### config.mk
export PLATFORM = sky130hd
export DESIGN_NAME = fir_coeff_loader
export DESIGN_NICKNAME = d
export VERILOG_FILES = /design/src/rtl/fir_pkg.sv /design/src/rtl/sample_en_gen.sv /design/src/rtl/fir_coeff_loader.sv
export SDC_FILE = /design/constraint.sdc
export NUM_CORES = 1
export LEC_CHECK = 0
export CORE_MARGIN = 3
export CORE_UTILIZATION = 40
export DETAILED_ROUTE_END_ITERATION = 16
export HOLD_SLACK_MARGIN = 0.03
export PLACE_DENSITY = 0.55
export SLEW_MARGIN = 25
export SYNTH_ARGS = -nofsm -noshare
export SYNTH_HDL_FRONTEND = slang
export SYNTH_SLANG_ARGS = --single-unit
### constraint.sdc
create_clock -name iClk12M -period 8 [get_ports iClk12M]
set_input_delay 1.2 -clock iClk12M [delete_from_list [all_inputs] [get_ports iClk12M]]
set_output_delay 1.2 -clock iClk12M [all_outputs]
set_load 0.005 [all_outputs]
### src/rtl/fir_pkg.sv
// -----------------------------------------------------------------------------
// fir_pkg
// Shared constants, loader state encoding and arithmetic helpers for the
// reconfigurable FIR filter's coefficient-loading front end.
//   FIR_NUM_TAPS  coefficients per update (RAM addresses 0..FIR_NUM_TAPS-1)
//   FIR_COEFF_W   incoming coefficient width, two's complement
//   FIR_DATA_W    coefficient RAM write-data width
//   FIR_ADDR_W    coefficient RAM address width
//   FIR_DIV       12 MHz clock cycles per 600 kHz sample strobe
// -----------------------------------------------------------------------------
package fir_pkg;

    localparam int unsigned FIR_NUM_TAPS = 11;
    localparam int unsigned FIR_COEFF_W  = 9;
    localparam int unsigned FIR_DATA_W   = 16;
    localparam int unsigned FIR_ADDR_W   = 6;
    localparam int unsigned FIR_DIV      = 20;

    // Cycles the update flag is held after the last RAM write.
    localparam int unsigned FIR_HOLD_CYCLES = 2;

    // Loader state encoding.
    localparam logic [2:0] ST_COLLECT = 3'd0;
    localparam logic [2:0] ST_ARM     = 3'd1;
    localparam logic [2:0] ST_SETUP   = 3'd2;
    localparam logic [2:0] ST_WRITE   = 3'd3;
    localparam logic [2:0] ST_HOLD    = 3'd4;
    localparam logic [2:0] ST_DONE    = 3'd5;

    typedef enum logic [2:0] {
        StCollect = ST_COLLECT,
        StArm     = ST_ARM,
        StSetup   = ST_SETUP,
        StWrite   = ST_WRITE,
        StHold    = ST_HOLD,
        StDone    = ST_DONE
    } loaderState_t;

    // Replicate the coefficient sign bit up to the RAM data width; no saturation.
    function automatic logic [FIR_DATA_W-1:0] signExtend(input logic [FIR_COEFF_W-1:0] coeff);
        return {{(FIR_DATA_W - FIR_COEFF_W){coeff[FIR_COEFF_W-1]}}, coeff};
    endfunction

endpackage

### src/rtl/sample_en_gen.sv
// -----------------------------------------------------------------------------
// sample_en_gen
// Free-running divider producing a one-cycle enable every DIV clock cycles.
// The first strobe appears DIV rising edges after reset release.
// Ports:
//   iClk12M    system clock
//   iRsn       asynchronous active-low reset
//   oEnSample  registered one-cycle strobe, period DIV
// -----------------------------------------------------------------------------
module sample_en_gen #(
    parameter int unsigned DIV = 20
) (
    input  logic iClk12M,
    input  logic iRsn,
    output logic oEnSample
);

    localparam int unsigned      CNT_W   = (DIV > 1) ? $clog2(DIV) : 1;
    localparam logic [CNT_W-1:0] CNT_MAX = CNT_W'(DIV - 1);

    logic [CNT_W-1:0] cntQ;

    always_ff @(posedge iClk12M or negedge iRsn) begin
        if (!iRsn) begin
            cntQ      <= '0;
            oEnSample <= 1'b0;
        end else if (cntQ == CNT_MAX) begin
            cntQ      <= '0;
            oEnSample <= 1'b1;
        end else begin
            cntQ      <= cntQ + 1'b1;
            oEnSample <= 1'b0;
        end
    end

endmodule

### src/rtl/fir_coeff_loader.sv
// -----------------------------------------------------------------------------
// fir_coeff_loader
// Collects NUM_TAPS signed coefficients over a valid/ready handshake into a
// register buffer, then replays them into the filter's coefficient RAM port
// framed by the update flag. The replay starts on a sample strobe so that the
// whole update (flag setup, NUM_TAPS writes, flag hold, done) completes before
// the following strobe.
// Ports:
//   iClk12M           12 MHz system clock
//   iRsn              asynchronous active-low reset
//   iCoeffValid       coefficient word valid
//   iCoeff            signed coefficient word
//   oCoeffReady       loader accepts a word this cycle
//   oEnSample600k     one-cycle sample strobe, period DIV
//   oCoeffUpdateFlag  filter update-mode flag
//   oCsnRam           RAM chip select, active-low
//   oWrnRam           RAM write enable, active-low
//   oAddrRam          RAM address
//   oWtDtRam          RAM write data (sign-extended coefficient)
//   oBusy             high from the first accepted word until the update completes
//   oDone             one-cycle pulse when an update completes
// All outputs are registered.
// -----------------------------------------------------------------------------
module fir_coeff_loader
    import fir_pkg::*;
#(
    parameter int unsigned NUM_TAPS = FIR_NUM_TAPS,
    parameter int unsigned COEFF_W  = FIR_COEFF_W,
    parameter int unsigned DATA_W   = FIR_DATA_W,
    parameter int unsigned ADDR_W   = FIR_ADDR_W,
    parameter int unsigned DIV      = FIR_DIV
) (
    input  logic               iClk12M,
    input  logic               iRsn,
    input  logic               iCoeffValid,
    input  logic [COEFF_W-1:0] iCoeff,
    output logic               oCoeffReady,
    output logic               oEnSample600k,
    output logic               oCoeffUpdateFlag,
    output logic               oCsnRam,
    output logic               oWrnRam,
    output logic [ADDR_W-1:0]  oAddrRam,
    output logic [DATA_W-1:0]  oWtDtRam,
    output logic               oBusy,
    output logic               oDone
);

    // The update must fit between two strobes and every tap needs an address.
    if (DIV < NUM_TAPS + 4) begin : gDivCheck
        $error("DIV must be at least NUM_TAPS+4 so an update fits between strobes");
    end
    if (NUM_TAPS > (1 << ADDR_W)) begin : gAddrCheck
        $error("ADDR_W too narrow for NUM_TAPS");
    end

    localparam int unsigned     IDX_W     = (NUM_TAPS > 2) ? $clog2(NUM_TAPS) : 1;
    localparam logic [IDX_W-1:0] LAST_IDX  = IDX_W'(NUM_TAPS - 1);
    localparam logic [IDX_W-1:0] LAST_HOLD = IDX_W'(FIR_HOLD_CYCLES - 1);

    logic enSample;

    sample_en_gen #(
        .DIV(DIV)
    ) uSampleEnGen (
        .iClk12M  (iClk12M),
        .iRsn     (iRsn),
        .oEnSample(enSample)
    );

    assign oEnSample600k = enSample;

    loaderState_t       stateQ, stateD;
    // Shared index: buffer slot while collecting, write slot while writing,
    // hold-cycle count while holding.
    logic [IDX_W-1:0]   idxQ, idxD;
    logic [COEFF_W-1:0] coeffBuf [NUM_TAPS];
    logic               accept;

    logic               readyD;
    logic               flagD;
    logic               csnD;
    logic               wrnD;
    logic [ADDR_W-1:0]  addrD;
    logic [DATA_W-1:0]  dataD;
    logic               busyD;
    logic               doneD;

    // oCoeffReady is high exactly while collecting, so it doubles as the accept gate.
    assign accept = iCoeffValid & oCoeffReady;

    // Next-state logic.
    always_comb begin
        stateD = stateQ;
        idxD   = idxQ;
        unique case (stateQ)
            StCollect: begin
                if (accept) begin
                    if (idxQ == LAST_IDX) begin
                        stateD = StArm;
                        idxD   = '0;
                    end else begin
                        idxD = idxQ + 1'b1;
                    end
                end
            end
            StArm: begin
                // A strobe seen here means the next edge opens a fresh window.
                if (enSample) begin
                    stateD = StSetup;
                end
            end
            StSetup: begin
                stateD = StWrite;
                idxD   = '0;
            end
            StWrite: begin
                if (idxQ == LAST_IDX) begin
                    stateD = StHold;
                    idxD   = '0;
                end else begin
                    idxD = idxQ + 1'b1;
                end
            end
            StHold: begin
                if (idxQ == LAST_HOLD) begin
                    stateD = StDone;
                    idxD   = '0;
                end else begin
                    idxD = idxQ + 1'b1;
                end
            end
            StDone: begin
                stateD = StCollect;
                idxD   = '0;
            end
            default: begin
                stateD = StCollect;
                idxD   = '0;
            end
        endcase
    end

    // Output values are decoded from the next state so they can be registered
    // and still line up with the state they describe.
    always_comb begin
        readyD = (stateD == StCollect);
        flagD  = (stateD == StSetup) || (stateD == StWrite) || (stateD == StHold);
        csnD   = 1'b1;
        wrnD   = 1'b1;
        addrD  = '0;
        dataD  = '0;
        doneD  = (stateD == StDone);
        busyD  = (stateD == StCollect) ? (idxD != '0) : (stateD != StDone);
        if (stateD == StWrite) begin
            csnD  = 1'b0;
            wrnD  = 1'b0;
            addrD = ADDR_W'(idxD);
            dataD = signExtend(coeffBuf[idxD]);
        end
    end

    always_ff @(posedge iClk12M or negedge iRsn) begin
        if (!iRsn) begin
            stateQ           <= StCollect;
            idxQ             <= '0;
            oCoeffReady      <= 1'b1;
            oCoeffUpdateFlag <= 1'b0;
            oCsnRam          <= 1'b1;
            oWrnRam          <= 1'b1;
            oAddrRam         <= '0;
            oWtDtRam         <= '0;
            oBusy            <= 1'b0;
            oDone            <= 1'b0;
        end else begin
            stateQ           <= stateD;
            idxQ             <= idxD;
            oCoeffReady      <= readyD;
            oCoeffUpdateFlag <= flagD;
            oCsnRam          <= csnD;
            oWrnRam          <= wrnD;
            oAddrRam         <= addrD;
            oWtDtRam         <= dataD;
            oBusy            <= busyD;
            oDone            <= doneD;
        end
    end

    always_ff @(posedge iClk12M or negedge iRsn) begin
        if (!iRsn) begin
            for (int i = 0; i < int'(NUM_TAPS); i++) begin
                coeffBuf[i] <= '0;
            end
        end else if (accept) begin
            coeffBuf[idxQ] <= iCoeff;
        end
    end

endmodule
==> summary.md <==
| Metric | Value |
|---|---|
| CTS tree | built |
| Flops & latches, synth | 130 |
| Chip width | 130 µm |
| R2R depth | 8 |
| DRT antenna net count | 0 |
| Vias | 3987 |
| Fmax achieved | 0.264 GHz |
| RSZ-0062 raised after global routing | false |
| Worst Setup EP | oWtDtRam[6] |
| Met3 Usage GRT | 0.0486 |
| Diodes inserted | 0 |
| Final Non-Filler Cells | 706 |
| Worst clock skew | 0.00599 ns |
| Pre-Repair DR Iteration Count | 4 |
| WL final | 14.3 mm |
| Final setup fails | 0 |
| Final worst-path cycle share | 0.474 |
| Die height | 130 µm |
| IO buf count | 38 |
| CTS root buffer | clkbuf_16 |
| Vias in the first global route | 4026 |
| Relative slew margins | 0.399 |
| Hold WC Path Type | reg -> reg |
| CP Capture Type | flip-flop |
| Core ar. | 0.0148 mm² |
| Htree depth | 4 |
| Most frequent cells in the layout | dfrtp_1 (128), mux2_2 (107), clkdlybuf4s50_1 (37) |
| Slew @ Worst Pin | 0.901 ns |
| Crit Path Category | in -> reg |
| Met1 usage | 0.247 |
| Die area | 0.0168 mm² |
| Post-DP Area | 0.00655 mm² |
| Gr busiest metal | met2 |
| # IOs | 41 |
| Layout cells sized above 1 | 0.295 |
| Initial antenna violation count | 0 |
| Tmin final | 3.79 ns |
| WP data arrival | 4.07 ns |
| Final Instance Area | 0.00717 mm² |
| Crit path launch | iCoeffValid |
| Initial Util | 0.415 |
| CTS buffer count | 17 |
| Drt first-iter violations | 333 |
| Grt ovf | 0 |
| Synth Instances | 487 |
| R2R setup slack | 4.60 ns |
| Vias/cell | 5.65 |
| Total Routing Usage GR | 0.182 |
| Post-synth ARST share | 1.00 |
| Worst reg2reg path startpoint | idxQ[2] |
| Final GP Congestion | 0.835 |
| TNS Setup | 0 ns |
| # resized after CTS | 0 |
| Fill cells | 1334 |
| Leak | 3.17 nW |
| CTS sink cnt | 130 |
| Placed Cells | 674 |
| Outcome | finished, final reports clean |
| Rows | 44 |
| Nature of the critical path startpoint | primary input |
| Peak VDD IR | 0.263 mV |
| Total power draw | 3.03 mW |
| First-pass GRT wire length | 22.9 mm |
| Total of warnings raised by yosys | 0 |
| Max cap viols | 0 |
| Finished Core Util | 0.486 |
| Clk buf depth | 2 |
| Sequential area share after synthesis | 0.532 |
| Post-CTS setup buffer count | 0 |
| CP max FO | 33 |
| Final #Nets | 522 |
| Slew Limit Fails | 0 |
| Distinct cells, synth | 57 |
| EDFF count, synth | 0 |
| Reg-to-reg endpoint | oWtDtRam[7] |
| Hold violation total from the final report | 0 |
| CP required | 8.28 ns |
| Syn avg cell area | 12.6 µm² |
| Largest net degree at the start of global routing | 79 |
| Synth Flop Type | dfrtp_1 |
| Layout area overhead | 17.2% |
| PwrDens | 423 mW/mm² |
| Mapped cell area | 0.00612 mm² |
| Worst-Skew Late Latency | 0.41 ns |
| Residual DRC | 0 |
| Hpwl dp | 8.99 mm |
| Clock transition at the registers of the reported paths | 0.05 ns |
| Met2 Use GR | 0.285 |
| Routed WL per cell | 20.2 µm |
| CTS Hold Bufs | 0 |
| Most common cell after layout, fill and taps aside | dfrtp_1 |
[Yosys cell counts (all sizes together) (9+ instances only)]
library cell / n / area, µm²
a21oi: 11 / 55.1
a221oi: 9 / 78.8
and3: 13 / 81.3
buf: 20 / 154
clkbuf: 23 / 86.3
dfrtp: 128 / 3200
inv: 10 / 42.6
mux2: 123 / 1390
mux2i: 16 / 160
nand2: 25 / 93.8
nor2: 17 / 63.8
[cell families after synthesis]
kind of cell | count (synthesis) | synth area share
compound gates | 61 | 0.0732
simple gates | 99 | 0.0886
xor+xnor | 3 | 0.00430
flops | 130 | 0.532
buf+inv | 53 | 0.0462
mux | 139 | 0.253
fa+ha+maj | 1 | 0.00205
other cells | 1 | 0.000613
[metrics by stage]
step | hold WS, ns | setup WS [ns]
finish | 0.454 | 4.21
global route | 0.490 | 4.03
CTS | 0.461 | 4.21
detailed placement | 0.454 | 3.79
global placement | 0.443 | 3.85
floorplan | 0.433 | 4.90
[worst min path at each step]
stage | from | to | slack (ns) | cells past startpoint
2_1_floorplan | uSampleEnGen.cntQ[0] | uSampleEnGen.cntQ[0] | 0.43 | 1
3_3_place_gp | uSampleEnGen.cntQ[0] | uSampleEnGen.cntQ[0] | 0.44 | 1
3_5_place_dp | uSampleEnGen.cntQ[0] | uSampleEnGen.cntQ[0] | 0.45 | 1
4_1_cts | uSampleEnGen.cntQ[0] | uSampleEnGen.cntQ[0] | 0.46 | 1
5_1_grt | uSampleEnGen.cntQ[0] | uSampleEnGen.cntQ[0] | 0.49 | 1
6_report | uSampleEnGen.cntQ[0] | uSampleEnGen.cntQ[0] | 0.45 | 1
[metal layers]
layer / part of all wire / vias up
met3: 0.044 / 12
met1: 0.47 / 2066
met4: 0.013 / 0
li1: - / 1813
met2: 0.48 / 96
met5: 0 / -
[cell type report]
class / instances / area [µm²] / share of cell area
clock inverter: 9 / 128 / 0.0178
tap: 184 / 230 / 0.0321
clock buffer: 23 / 488 / 0.0681
inverter: 10 / 42.5 / 0.00594
sequential: 130 / 3260 / 0.454
timing repair buffer: 45 / 438 / 0.0611
multi-input combinational: 305 / 2580 / 0.361
[sequential cells by signal (all words and copies together), names as in the netlist]
name,count
coeffBuf,99
oWtDtRam,9
uSampleEnGen.cntQ,5
idxQ,4
oAddrRam,4
stateQ,3
oBusy,1
oCoeffReady,1
oCoeffUpdateFlag,1
oDone,1
oWrnRam,1
uSampleEnGen.oEnSample,1
[worst max-delay path: stages]
cell and delay, ns:
clkdlybuf4s50_1 0.52, a21oi_1 0.11, a211o_1 0.28, a221o_1 0.32, and2_1 0.45, inv_6 0.45, mux2_2 0.38, a221oi_1 0.27
nor3_1 0.09
[power by group]
group	total (mW)	internal (mW)	switching, mW	leakage, nW
registers	1.12	0.947	0.176	1.64
logic	1.11	0.568	0.542	1.23
clock network	0.802	0.521	0.280	0.295
total	3.03	2.04	0.998	3.17
No activity file was read; power rests on OpenSTA's default activity.
